**src/rtl/uart_receiver.sv**
```systemverilog
// uart_receiver: 16x-oversampled serial receiver (8N1) with sticky frame/overrun flags.
// Define UART_RX_PARITY_EN for 8E1 frames with a parity check and a parity_err flag.
module uart_receiver #(
    parameter int CLK_FREQ = 100000000,
    parameter int BAUD     = 9600
) (
    input  logic       sys_clk,
    input  logic       reset,
    input  logic       UART_RX,
    output logic [7:0] rx_data,
    output logic       rx_valid,
    input  logic       rx_ack,
    output logic       frame_err,
    output logic       overrun,
`ifdef UART_RX_PARITY_EN
    output logic       parity_err,
`endif
    input  logic       err_clr,
    output logic       busy
);

    // state     | meaning
    // IDLE      | line idle, waiting for a synchronized falling edge
    // START     | confirming the start bit at its mid-point
    // DATA      | shifting in 8 data bits, LSB first
    // PARITY    | checking even parity (UART_RX_PARITY_EN only)
    // STOP      | sampling the stop bit, delivering the byte
    // WAIT_HIGH | stop bit was low; waiting for the line to return high
    typedef enum logic [2:0] {
        IDLE,
        START,
        DATA,
`ifdef UART_RX_PARITY_EN
        PARITY,
`endif
        STOP,
        WAIT_HIGH
    } state_t;

    localparam int TICK_DIV = CLK_FREQ / (BAUD * 16);
    localparam int TW       = (TICK_DIV > 1) ? $clog2(TICK_DIV) : 1;

    state_t        state, state_nxt;
    logic          rx_s1, rx_s2, rx_prev;
    logic [TW-1:0] tick_cnt;
    logic [3:0]    os_cnt;
    logic [2:0]    bit_cnt;
    logic [7:0]    shreg;
    logic          tick, sample, fall;
    logic          load_byte, set_ferr, set_ovr, shift_en;
`ifdef UART_RX_PARITY_EN
    logic          par_bad, set_perr;
`endif

    assign tick    = (tick_cnt == TW'(TICK_DIV - 1));
    // os_cnt wraps every 16 ticks, so mid-bit is always the 8th tick of a bit
    assign sample  = tick && (os_cnt == 4'd7);
    assign fall    = rx_prev && !rx_s2;
    assign set_ovr = load_byte && rx_valid && !rx_ack;

    always_ff @(posedge sys_clk) begin
        if (!reset) state <= IDLE;
        else        state <= state_nxt;
    end

    always_comb begin
        state_nxt = state;
        load_byte = 1'b0;
        set_ferr  = 1'b0;
        shift_en  = 1'b0;
`ifdef UART_RX_PARITY_EN
        set_perr  = 1'b0;
`endif
        busy      = (state != IDLE);
        case (state)
            IDLE:      if (fall) state_nxt = START;
            START:     if (sample) state_nxt = rx_s2 ? IDLE : DATA;
            DATA: begin
                if (sample) begin
                    shift_en = 1'b1;
`ifdef UART_RX_PARITY_EN
                    if (bit_cnt == 3'd7) state_nxt = PARITY;
`else
                    if (bit_cnt == 3'd7) state_nxt = STOP;
`endif
                end
            end
`ifdef UART_RX_PARITY_EN
            PARITY: begin
                if (sample) begin
                    set_perr  = (^shreg) ^ rx_s2;
                    state_nxt = STOP;
                end
            end
`endif
            STOP: begin
                if (sample) begin
                    if (rx_s2) begin
`ifdef UART_RX_PARITY_EN
                        load_byte = !par_bad;
`else
                        load_byte = 1'b1;
`endif
                        state_nxt = IDLE;
                    end else begin
                        set_ferr  = 1'b1;
                        state_nxt = WAIT_HIGH;
                    end
                end
            end
            WAIT_HIGH: if (rx_s2) state_nxt = IDLE;
            default:   state_nxt = IDLE;
        endcase
    end

    always_ff @(posedge sys_clk) begin
        if (!reset) begin
            rx_s1     <= 1'b1;
            rx_s2     <= 1'b1;
            rx_prev   <= 1'b1;
            tick_cnt  <= '0;
            os_cnt    <= 4'd0;
            bit_cnt   <= 3'd0;
            shreg     <= 8'h00;
            rx_data   <= 8'h00;
            rx_valid  <= 1'b0;
            frame_err <= 1'b0;
            overrun   <= 1'b0;
        end else begin
            rx_s1   <= UART_RX;
            rx_s2   <= rx_s1;
            rx_prev <= rx_s2;

            // held at zero while idle so every frame starts its tick phase at the edge
            if (state == IDLE) begin
                tick_cnt <= '0;
                os_cnt   <= 4'd0;
            end else if (tick) begin
                tick_cnt <= '0;
                os_cnt   <= os_cnt + 4'd1;
            end else begin
                tick_cnt <= tick_cnt + 1'b1;
            end

            if (state != DATA) bit_cnt <= 3'd0;
            else if (shift_en) bit_cnt <= bit_cnt + 3'd1;

            if (shift_en) shreg <= {rx_s2, shreg[7:1]};

            if (load_byte) begin
                rx_data  <= shreg;
                rx_valid <= 1'b1;
            end else if (rx_ack) begin
                rx_valid <= 1'b0;
            end

            if (set_ferr)     frame_err <= 1'b1;
            else if (err_clr) frame_err <= 1'b0;

            if (set_ovr)      overrun <= 1'b1;
            else if (err_clr) overrun <= 1'b0;
        end
    end

`ifdef UART_RX_PARITY_EN
    always_ff @(posedge sys_clk) begin
        if (!reset) begin
            par_bad    <= 1'b0;
            parity_err <= 1'b0;
        end else begin
            if (state == START) par_bad <= 1'b0;
            else if (set_perr)  par_bad <= 1'b1;

            if (set_perr)     parity_err <= 1'b1;
            else if (err_clr) parity_err <= 1'b0;
        end
    end
`endif

endmodule

```
**config.mk**
```make
export PLATFORM = sky130hd
export DESIGN_NAME = uart_receiver
export DESIGN_NICKNAME = d
export VERILOG_FILES = /design/src/rtl/uart_receiver.sv
export SDC_FILE = /design/constraint.sdc
export NUM_CORES = 1
export LEC_CHECK = 0
export CAP_MARGIN = 20
export CORE_UTILIZATION = 45
export CTS_CLUSTER_DIAMETER = 40
export DETAILED_ROUTE_END_ITERATION = 10
export PLACE_DENSITY = 0.65
export SLEW_MARGIN = 20
export SYNTH_ARGS = -nofsm -noshare
export SYNTH_HDL_FRONTEND = slang
export SYNTH_SLANG_ARGS = --single-unit
```
**constraint.sdc**
```tcl
create_clock -name sys_clk -period 5.27 [get_ports sys_clk]
set_input_delay 1.054 -clock sys_clk [delete_from_list [all_inputs] [get_ports sys_clk]]
set_output_delay 1.054 -clock sys_clk [all_outputs]
set_load 0.01 [all_outputs]
```
==> impl_metrics.py, run 1 <==
metrics = {
    "status": {
        "status": "completed",
    },
    "sta": {
        "tns_ns": 0,
        "fin_crit_sh": 0.531,
        "rsz0062_at_grt": "false",
        "fin_skew_ns": 0.00262,
        "worst_pin_slew_ns": 0.588,
        "clock.fmax_ghz": 0.358,
        "max-slew-margin-rel": 0.607,
        "fin_crit_ns": 2.80,
        "setup_viol": 0,
        "drv_slew": 0,
        "hold_violations": 0,
    },
    "setup_path": {
        "crit_fanout": 11,
        "cp_slowest_cell": "or3_2",
        "crit_type": "reg2out",
        "worstRegToRegCells": 6,
        "reg2reg_from": "tick_cnt[0]$_SDFF_PP0_",
        "cpPeakStageDelay_ns": 0.54,
        "required_ns": 4.22,
        "end_kind": "output port",
        "cp_top_family": "simple AND/OR/NAND/NOR gates",
        "r2r-end": "shreg[1]$_SDFFE_PN0P_",
        "path_cells": "or3_2, clkdlybuf4s50_1",
        "reg2reg_slack_ns": 2.76,
        "crit_buf_inv": 1,
        "cp.arrival_ns": 1.74,
        "setup.worst_path.start_class": "flop",
    },
    "die": {
        "ios": 17,
        "die-area_um2": 4110,
        "start_util": 0.470,
        "die-width_um": 64.1,
        "die_y_um": 64.1,
        "coreArea_um2": 3690,
        "row_count": 22,
    },
    "flow_run": {
        "max-cap-violations": 0,
    },
    "global_routing": {
        "grt_pass1_wl_mm": 5.46,
        "grt_pass1_vias": 1247,
        "met1_usage": 0.206,
        "gr-usage-met2": 0.289,
        "gr-usage-met3": 0.0607,
        "grt_overflow": 0,
        "grt_max_degree": 32,
        "grt.busiest_layer": "met2",
        "track_usage": 0.173,
        "antenna_found_initial": 0,
    },
    "synthesis": {
        "syn-num-nets": 187,
        "yosysMostFrequentCell": "dfxtp_1",
        "ys.flop_type": "dfxtp_1",
        "synth_cell_types": 34,
        "syn_area_um2": 1740,
        "netlist_instances": 177,
        "ys_seq_area_frac": 0.484,
        "synth_edf_count": 0,
        "yosys-top-cells-count": "dfxtp_1 (42), nand2_1 (26), mux2i_1 (20)",
        "yosysTopAreaCellShare": 0.484,
        "synth-seq-cells": 42,
        "avgSynthCellArea_um2": 9.80,
        "synthTopCellsByArea": "dfxtp_1 (48%), mux2i_1 (12%), nand2_1 (5.6%), nor2_1 (4.1%), ha_1 (3.6%)",
        "synth_top_cell_by_area": "dfxtp_1",
        "synth_warnings": 0,
        "async_flop_share": 0,
    },
    "place": {
        "hpwl_mm": 2.18,
        "portBuffers": 16,
        "dpl_cell_area_um2": 1920,
        "gp_congestion": 0.796,
    },
    "clock_tree": {
        "hold_buffers": 0,
        "htree_num_levels": 2,
        "clock_latency_ns": 0.29,
        "post_cts_buffers": 0,
        "cts.sinks": 42,
        "cts.reportedPaths.clkPinSlew_ns": 0.08,
        "cts_resized": 0,
        "cts_buffer_depth": 2,
        "cts_tree": "done",
        "root_buffer": "clkbuf_8",
        "numCtsBuffers": 5,
    },
    "drt": {
        "drtPass1Iterations": 4,
        "detail_route.wl_per_cell_um": 12.9,
        "viasPerCell": 5.15,
        "routed-via-count": 1252,
        "ant_nets": 0,
        "drt_iter0_drc": 81,
        "wl_mm": 3.12,
        "drc_errors": 0,
    },
    "power_and_ir_drop": {
        "ir_drop_uv": 203,
        "p_int_mw": 0.442,
        "seq_power_share": 0.573,
        "switching_power_mw": 0.129,
        "cellPowerDensity_nw_per_um2": 283,
        "pwr-share-clk": 0.368,
        "p_leak_nw": 0.781,
        "swShare": 0.226,
        "p_comb_frac": 0.059,
    },
    "finish": {
        "drive_above_1_share": 0.0821,
        "final_nets": 204,
        "multi_input_area_um2": 847,
        "antenna_cells": 0,
        "design_area_um2": 2020,
        "area_growth_pct": 16.5,
        "fill_cells": 355,
        "seq_area_um2": 841,
    },
    "worst_hold_path": {
        "holdPathEnd": "rx_s2$_SDFF_PN1_",
        "hp-start": "rx_s1$_SDFF_PN1_",
        "holdPathStages": 1,
        "hold_path.class": "reg2reg",
    },
}
## power groups by stage
stage / combinational (mW) / sequential, mW / clock [mW]
2_1_floorplan: 0.0224 / 0.333 / 0
3_3_place_gp: 0.0317 / 0.335 / 0
3_5_place_dp: 0.0328 / 0.335 / 0
4_1_cts: 0.0330 / 0.328 / 0.216
5_1_grt: 0.0373 / 0.329 / 0.233
6_report: 0.0338 / 0.328 / 0.210
## worst register-to-register path, stage by stage, from the launching register on
cell and delay, ns:
dfxtp_1 0.35, inv_1 0.07, ha_1 0.13, nor2b_1 0.24, nand4_1 0.50, or4b_1 0.89, mux2i_1 0.20
## per-stage QoR
stage                     setup slack (ns)  hold WS, ns  cells   util  power, mW
after detailed placement              2.06        0.404    234  0.520      0.368
after CTS                             2.37        0.421    242  0.545      0.577
after global routing                  2.40        0.445    243  0.548      0.599
final                                 2.47        0.416    243  0.548      0.572
after floorplan                       3.29        0.386    177      -      0.356
after global placement                2.17        0.405    234  0.520      0.367
## state kept, by name (all words and copies together) (netlist names), 3 cells and up
name / count
rx_data: 8
os_cnt: 4
shreg: 8
tick_cnt: 10
state: 3
bit_cnt: 3
## cells in the final DEF, fill, tap and decap left out, types with 2 or more instances in the layout
cell / n
a21oi_1: 2
and3b_1: 2
clkbuf_8: 6
clkdlybuf4s50_1: 16
dfxtp_1: 42
ha_1: 5
inv_1: 3
mux2i_1: 20
nand2_1: 26
nand2b_1: 4
nand3_1: 7
nand4_1: 4
nor2_1: 19
nor2b_1: 3
nor3_1: 2
o21a_1: 2
or3_2: 2
or4_1: 2
or4b_1: 2
xnor2_1: 6
xor2_1: 5
## cell type report
type,count,area share
Tap cell,48,0.0297
Inverter,3,0.00557
Multi-Input combinational cell,125,0.419
Clock inverter,1,0.00248
Sequential cell,42,0.416
Timing Repair Buffer,17,0.0848
Clock buffer,7,0.0427
## layer usage
metal  wire length [um]  share of wire
met4                 17         0.0054
met2               1530           0.49
met1               1460           0.47
met3                116          0.037
met5                  0              0
## worst max-delay path by stage
| stage | from | endpoint | slack [ns] | cells past startpoint |
|---|---|---|---|---|
| after floorplan | state[2]$_SDFFE_PN0P_ | busy | 3.29 | 2 |
| after global placement | reset | os_cnt[3]$_SDFFE_PP0N_ | 2.17 | 4 |
| after detailed placement | reset | os_cnt[3]$_SDFFE_PP0N_ | 2.06 | 4 |
| after CTS | reset | os_cnt[3]$_SDFFE_PP0N_ | 2.37 | 4 |
| after global routing | state[1]$_SDFFE_PN0P_ | busy | 2.40 | 2 |
| final | state[1]$_SDFFE_PN0P_ | busy | 2.47 | 2 |
## kinds of logic after synthesis
family | Yosys count | share of synthesized area
muxes | 20 | 0.115
xor gates and xnor gates | 11 | 0.0555
and+or+nand+nor | 79 | 0.236
DFF | 42 | 0.485
buffers and inverters | 10 | 0.0274
AOI/OAI and AO/OA | 10 | 0.0447
adders and majority gates | 5 | 0.0360
No activity file was read; power rests on OpenSTA's default activity.
==> inputs of run 2 (changes only) <==
clock period = 2.7 ns   (was 5.27 ns; I/O delays follow)
==> run 2 against run 1 <==
  * Clock power increased by 130%
  * Global-route usage decreased by 1.4 points
  * Wire length decreased by 7.2%
  * Non-clock buffer count increased by 1
  * Register-to-register slack got worse by 2.1 ns
  * Clock skew increased by 0.0070 ns
  * Critical path type unchanged
  * Highest routed layer unchanged
==> impl_metrics.py, run 2 (synthesis gave the netlist of run 1 again) <==
metrics = {
    "sta": {
        "max-slew-margin-rel": 0.679,
        "tns_ns": 0,
        "hold_violations": 0,
        "clock.fmax_ghz": 0.439,
        "fin_crit_ns": 2.28,
        "fin_crit_sh": 0.844,
        "worst_pin_slew_ns": 0.482,
        "setup_viol": 0,
        "rsz0062_at_grt": "false",
        "drv_slew": 0,
        "fin_skew_ns": 0.00965,
        "worst_slack_ns": 0.420,
    },
    "finish": {
        "design_area_um2": 2040,
        "drive_above_1_share": 0.0918,
        "finalNonFillerCells": 244,
        "largest_register_ffs": 10,
        "largest-register": "tick_cnt",
        "antenna_cells": 0,
        "final_common_cell": "dfxtp_1",
        "area_growth_pct": 17.7,
        "reg.largest.list": "tick_cnt x10, rx_data x8, shreg x8",
        "final_nets": 205,
        "final_cell_mix": "dfxtp_1 (42), nand2_1 (26), mux2i_1 (20)",
    },
    "drt": {
        "drtPass1Iterations": 4,
        "routed-via-count": 1258,
        "drc_errors": 0,
        "ant_nets": 0,
        "drt_iter0_drc": 126,
        "detail_route.wl_per_cell_um": 11.9,
        "wl_mm": 2.90,
        "viasPerCell": 5.16,
    },
    "place": {
        "gp_congestion": 0.845,
        "dp_cells": 236,
        "hpwl_mm": 2.02,
        "portBuffers": 16,
        "dp_slack_ns": 0.702,
        "dpl_cell_area_um2": 1930,
    },
    "power_and_ir_drop": {
        "ir_drop_uv": 320,
        "cellPowerDensity_nw_per_um2": 581,
        "p_leak_nw": 0.794,
    },
    "setup_path": {
        "cp_top_family": "simple AND/OR/NAND/NOR gates",
        "setup.worst_path.start_class": "flop",
        "reg2reg_from": "tick_cnt[1]$_SDFF_PP0_",
        "reg2reg_slack_ns": 0.71,
        "cp_slowest_cell": "or3_2",
        "crit_type": "reg2out",
        "crit_start": "state[1]$_SDFFE_PN0P_",
        "cp.arrival_ns": 1.74,
        "crit_fanout": 11,
        "required_ns": 2.16,
        "cpPeakStageDelay_ns": 0.54,
        "end_kind": "output port",
        "path_cells": "or3_2, clkdlybuf4s50_1",
        "crit_buf_inv": 1,
    },
    "status": {
        "status": "completed",
    },
    "die": {
        "die-width_um": 64.1,
        "coreArea_um2": 3690,
        "ios": 17,
        "start_util": 0.470,
        "row_count": 22,
        "die_y_um": 64.1,
        "die-area_um2": 4110,
    },
    "global_routing": {
        "grt_pass1_wl_mm": 5.10,
        "track_usage": 0.160,
        "grt_pass1_vias": 1198,
        "grt_max_degree": 29,
        "grt_overflow": 0,
        "antenna_found_initial": 0,
    },
    "worst_hold_path": {
        "hp-start": "rx_s1$_SDFF_PN1_",
        "hold_path.class": "reg2reg",
    },
    "clock_tree": {
        "cts.reportedPaths.clkPinSlew_ns": 0.08,
        "cts_resized": 0,
        "cts_tree": "done",
        "cts.sinks": 42,
        "root_buffer": "clkbuf_8",
        "numCtsBuffers": 5,
        "post_cts_buffers": 0,
        "htree_num_levels": 2,
        "clock_latency_ns": 0.29,
        "cts_buffer_depth": 2,
        "hold_buffers": 0,
    },
    "flow_run": {
        "max-cap-violations": 0,
    },
}
## run 2: changes by cell type in the layout (fill, tap and decap cells not counted), sizes merged
cell,before,now
buf,1,2
bufinv,0,1
clkbuf,7,5
clkinv,1,2
## run 2: area by class of cell
class                           instances  area [um^2]
Clock buffer                            5         68.8
Clock inverter                          3         40.0
Fill cell                             343         1650
Inverter                                3         11.3
Multi-Input combinational cell        125          847
Sequential cell                        42          841
Tap cell                               48         60.1
Timing Repair Buffer                   18          175
## run 2: per-stage QoR
stage	total power [mW]	hold WS, ns	utilization
final	1.19	0.411	0.554
after global routing	1.23	0.425	0.554
after CTS	1.20	0.418	0.554
after detailed placement	0.720	0.398	0.524
after global placement	0.717	0.394	0.524
after floorplan	0.695	0.386	-
## run 2: final timing paths
kind	end	depth (start not counted)
setup / recovery	busy	2
setup reg to reg	shreg[5]$_SDFFE_PN0P_	5
hold reg to reg	rx_s2$_SDFF_PN1_	1
hold / removal	rx_s2$_SDFF_PN1_	1
## run 2: layer usage
layer,share of wire,GRT usage,vias to the layer above
li1,-,-,639
met1,0.50,0.200,589
met2,0.44,0.246,21
met3,0.033,0.0464,9
met4,0.022,0.0861,0
met5,0,0,-
## run 2: where the power goes
part | total [mW] | internal [mW] | switching [mW]
sequential | 0.640 | 0.627 | 0.0126
combinational | 0.0658 | 0.0298 | 0.0360
clock | 0.482 | 0.272 | 0.210
